[src/rtl/sram_controller.sv]
// sram_controller: synchronous host-side initiator for an asynchronous
// single-port SRAM. It turns one-cycle host requests into SETUP / ACCESS /
// HOLD sequenced SRAM cycles, then returns an Ack pulse and read data.
// Every SRAM-side output, Ack and RdData is driven straight from a flop.
module sram_controller #(
  parameter int AddressSize = 18,
  parameter int WordSize    = 8,
  parameter int WaitCycles  = 2   // strobe width in ACCESS, 1..15
) (
  input  logic                   Clock,
  input  logic                   bReset,
  input  logic                   Req,
  input  logic                   ReqWrite,
  input  logic [AddressSize-1:0] ReqAddress,
  input  logic [WordSize-1:0]    ReqData,
  output logic                   Ready,
  output logic                   Ack,
  output logic [WordSize-1:0]    RdData,
  output logic [AddressSize-1:0] SramAddress,
  output logic [WordSize-1:0]    SramWrData,
  input  logic [WordSize-1:0]    SramRdData,
  output logic                   SrambCE,
  output logic                   SrambWE
);

  typedef enum logic [1:0] {
    IDLE   = 2'd0,
    SETUP  = 2'd1,
    ACCESS = 2'd2,
    HOLD   = 2'd3
  } state_t;

  // The counter is loaded so that ACCESS lasts exactly WaitCycles cycles.
  localparam logic [3:0] WaitLoad = 4'(WaitCycles - 1);

  state_t     state;
  state_t     next_state;
  logic [3:0] wait_cnt;
  logic       is_write;

  // Idle is the only state in which a request can be taken.
  assign Ready = (state == IDLE);

  // State register.
  // NOTE: clocked state uses non-blocking assignments so every flop samples
  // the pre-edge values, independent of the order the blocks are evaluated.
  always_ff @(posedge Clock or negedge bReset) begin
    if (!bReset) state <= IDLE;
    else         state <= next_state;
  end

  // Next-state decode: IDLE -> SETUP -> ACCESS (WaitCycles) -> HOLD -> IDLE.
  // NOTE: next_state gets a default before the case so no path leaves it
  // unassigned, which would otherwise infer a latch.
  always_comb begin
    next_state = state;
    case (state)
      IDLE:    if (Req) next_state = SETUP;
      SETUP:   next_state = ACCESS;
      ACCESS:  if (wait_cnt == 4'd0) next_state = HOLD;
      HOLD:    next_state = IDLE;
      default: next_state = IDLE;
    endcase
  end

  // Capture the request on acceptance; address/data then stay frozen
  // through SETUP, ACCESS and HOLD regardless of host-side activity.
  always_ff @(posedge Clock or negedge bReset) begin
    if (!bReset) begin
      is_write    <= 1'b0;
      SramAddress <= '0;
      SramWrData  <= '0;
    end else if (Ready && Req) begin
      is_write    <= ReqWrite;
      SramAddress <= ReqAddress;
      SramWrData  <= ReqData;
    end
  end

  // Strobe-width counter: loaded in SETUP, counted down through ACCESS.
  always_ff @(posedge Clock or negedge bReset) begin
    if (!bReset) begin
      wait_cnt <= 4'd0;
    end else if (state == SETUP) begin
      wait_cnt <= WaitLoad;
    end else if (state == ACCESS && wait_cnt != 4'd0) begin
      wait_cnt <= wait_cnt - 4'd1;
    end
  end

  // Registered strobes and Ack, decoded from the state being entered so they
  // line up with it. bWE falls on the same edge as bCE, never earlier, and
  // never on the edge that loads a new address.
  always_ff @(posedge Clock or negedge bReset) begin
    if (!bReset) begin
      SrambCE <= 1'b1;
      SrambWE <= 1'b1;
      Ack     <= 1'b0;
    end else begin
      SrambCE <= !(next_state == ACCESS);
      SrambWE <= !(next_state == ACCESS && is_write);
      Ack     <= (next_state == HOLD);
    end
  end

  // Read capture on the edge that leaves ACCESS; writes leave RdData alone.
  always_ff @(posedge Clock or negedge bReset) begin
    if (!bReset) begin
      RdData <= '0;
    end else if (state == ACCESS && wait_cnt == 4'd0 && !is_write) begin
      RdData <= SramRdData;
    end
  end

endmodule

[config.mk]
export PLATFORM = sky130hd
export DESIGN_NAME = sram_controller
export DESIGN_NICKNAME = d
export VERILOG_FILES = /design/src/rtl/sram_controller.sv
export SDC_FILE = /design/constraint.sdc
export NUM_CORES = 1
export LEC_CHECK = 0
export BUFFER_PORTS_ARGS = -buffer_cell sky130_fd_sc_hd__buf_2
export CORE_UTILIZATION = 30
export CTS_CLUSTER_DIAMETER = 100
export CTS_CLUSTER_SIZE = 12
export DETAILED_ROUTE_END_ITERATION = 7
export PLACE_DENSITY = 0.55
export SLEW_MARGIN = 10
export SYNTH_ARGS = -nofsm -noshare
export SYNTH_HDL_FRONTEND = slang
export SYNTH_SLANG_ARGS = --single-unit
[constraint.sdc]
create_clock -name Clock -period 1.94 [get_ports Clock]
set_input_delay 0.388 -clock Clock [delete_from_list [all_inputs] [get_ports Clock]]
set_output_delay 0.388 -clock Clock [all_outputs]
set_load 0.05 [all_outputs]
==> results.sh <==
export IMPL_ctsResizeCount=0
export IMPL_grt_pass1_vias=1178
export IMPL_holdBufCountCts=0
export IMPL_drv_cap=0
export IMPL_postSynthCellCount=112
export IMPL_hp_class="input port to asynchronous set/reset pin"
export IMPL_avgSynthCellArea_um2=15.4
export IMPL_die_x_um=77.8
export IMPL_fin_cells=269
export IMPL_setup_viol=0
export IMPL_setup_tns_ns=0
export IMPL_cp_slowest_cell="dfrtp_1"
export IMPL_syn_num_nets=154
export IMPL_antenna_found_initial=0
export IMPL_track_usage_pct=11.6
export IMPL_wl_um=3240
export IMPL_drc_errors=0
export IMPL_drive_above_1_share_pct=64.5
export IMPL_fin_util_pct=42.1
export IMPL_grt_pass1_wl_um=5350
export IMPL_drtPass1Iterations=4
export IMPL_crit_path_max_fanout=8
export IMPL_crit_chain="inv_1 > ha_1 > nand2_1 > nor3_4 > mux2_2"
export IMPL_clk_pin_slew_worst_paths_ns=0.08
export IMPL_io_buffer_count=75
export IMPL_die_area_mm2=0.00606
export IMPL_place_hpwl_um=2400
export IMPL_r2r_end="RdData[6]"
export IMPL_ys_seq_area_share_pct=64.0
export IMPL_num_vias=1171
export IMPL_ys_warn_count=0
export IMPL_cp_start_kind="flop"
export IMPL_regToRegStartpoint="wait_cnt[0]"
export IMPL_relSlewSlack_pct=66.0
export IMPL_maxSlewViolCount=0
export IMPL_cts_buffers=5
export IMPL_drt_iter0_drc=34
export IMPL_reg2reg_slack_ns=0.28
export IMPL_hold_viol_final=0
export IMPL_cts_tree="done"
export IMPL_core_mm2=0.00554
export IMPL_synth_cell_type_count=22
export IMPL_die_h_um=77.8
export IMPL_worst_clock_skew_ns=0.00475
export IMPL_worst_ep_arrival_time_ns=1.84
export IMPL_status="finished, final reports clean"
export IMPL_layout_common_cells="buf_2 (75), dfrtp_1 (42), mux2_2 (35)"
export IMPL_wl_per_cell_um=12.0
export IMPL_dpl_cell_area_mm2=0.00222
export IMPL_pin_count=76
export IMPL_period_share_pct=85.7
export IMPL_max_freq_ghz=0.602
export IMPL_clk_latency_ns=0.29
export IMPL_antenna_cells=0
export IMPL_path_class="flop to flop"
export IMPL_worstPathRequired_ns=2.12
export IMPL_grt_max_degree=25
export IMPL_dp_cells=261
export IMPL_synthToLayoutAreaGrowth_pct=35.1
export IMPL_cp_slowest_stage_delay_ns=0.42
export IMPL_worst_pin_slew_ns=0.510
export IMPL_layout_nets=238
export IMPL_gr_total_overflow=0
export IMPL_start_util_pct=31.1
export IMPL_cts_path_max_buffers=2
export IMPL_period_needed_ns=1.66
export IMPL_synth_seq_cells=44
export IMPL_netlist_area_mm2=0.00173
export IMPL_rsz0062_at_grt="no"
export IMPL_final_common_cell="buf_2"
export IMPL_ant_nets=0
export IMPL_post_route_cell_area_mm2=0.00233
export IMPL_post_cts_buffers=0
export IMPL_cts_root_buf="clkbuf_8"
export IMPL_gp_congestion=0.761
export IMPL_endpoint_kind="flop"
export IMPL_row_count=27
export IMPL_via_per_inst=4.35
export IMPL_clock_sinks=44
export IMPL_worst_r2r_cell_count=5
export IMPL_cts_htree_levels=2
registers in the layout, indices dropped and copies added, names as in the netlist:
register / count
SramAddress: 18
RdData: 8
SramWrData: 8
wait_cnt: 4
state: 2
Ack: 1
SrambCE: 1
SrambWE: 1
is_write: 1
layer usage:
metal  up-vias  GRT usage [%]  part of all wire [%]
met5         -              0                     0
met4         0           5.09                   1.4
met3         4           4.35                   5.7
met2        35           18.9                    51
met1       574           13.4                    42
li1        558              -                     -
worst max-delay path by stage:
| stage | start | to | slack, ns | cells after the start |
|---|---|---|---|---|
| after floorplan | state[0] | SramAddress[0] | 0.03 | 5 |
| after global placement | wait_cnt[0] | RdData[5] | 0.32 | 5 |
| after detailed placement | wait_cnt[0] | RdData[6] | 0.30 | 5 |
| after CTS | state[0] | Ready | 0.25 | 3 |
| after global routing | wait_cnt[0] | RdData[6] | 0.16 | 5 |
| final | wait_cnt[0] | RdData[6] | 0.28 | 5 |
cells by family after synthesis:
kind of cell | share of synthesized area [%]
flops | 64.0
simple gates | 5.29
mux | 23.4
buf+inv | 1.67
fa+ha+maj | 2.90
compound gates | 2.76
synth_stat cells:
cell      number  share of area, %
inv_1          5               1.1
o21ai_0        1              0.29
nand3_1        1              0.29
or2_4          1              0.51
o311a_2        1              0.65
ha_1           4               2.9
nor4b_1        1              0.51
a21oi_1        3              0.87
nand4b_1       1              0.51
and2_1         1              0.36
or3b_2         1              0.51
mux2i_1        1              0.58
o21bai_1       1              0.44
nand2_1        4              0.87
a311oi_1       1              0.51
dfrtp_1       42                61
mux2_2        35                23
and3_1         1              0.36
nor3_4         1              0.94
dfstp_2        2               3.0
nor2_1         2              0.44
buf_2          2              0.58
final cells by class:
| cell class | count | area, µm² |
|---|---|---|
| Clock buffer | 6 | 72.6 |
| Clock inverter | 2 | 35.0 |
| Fill cell | 563 | 3210 |
| Inverter | 5 | 18.8 |
| Multi-Input combinational cell | 61 | 593 |
| Sequential cell | 44 | 1100 |
| Tap cell | 72 | 90.1 |
| Timing Repair Buffer | 79 | 418 |
critical path, delay by kind of cell, from the launching register on:
family | cells | cell delay, ns
DFF | 1 | 0.42
buffers and inverters | 1 | 0.07
adders and majority gates | 1 | 0.21
muxes | 1 | 0.39
and+or+nand+nor | 2 | 0.47
per-stage QoR:
stage	hold WS, ns	setup WS (ns)
after CTS	0.0693	0.251
after detailed placement	0.390	0.296
after global routing	0.0963	0.156
after global placement	0.393	0.319
final	0.0592	0.278
after floorplan	0.0924	0.0300
Power is left out: the tool's default activity adds up to more than one toggle a clock period on the data nets, which glitch-free logic cannot reach.
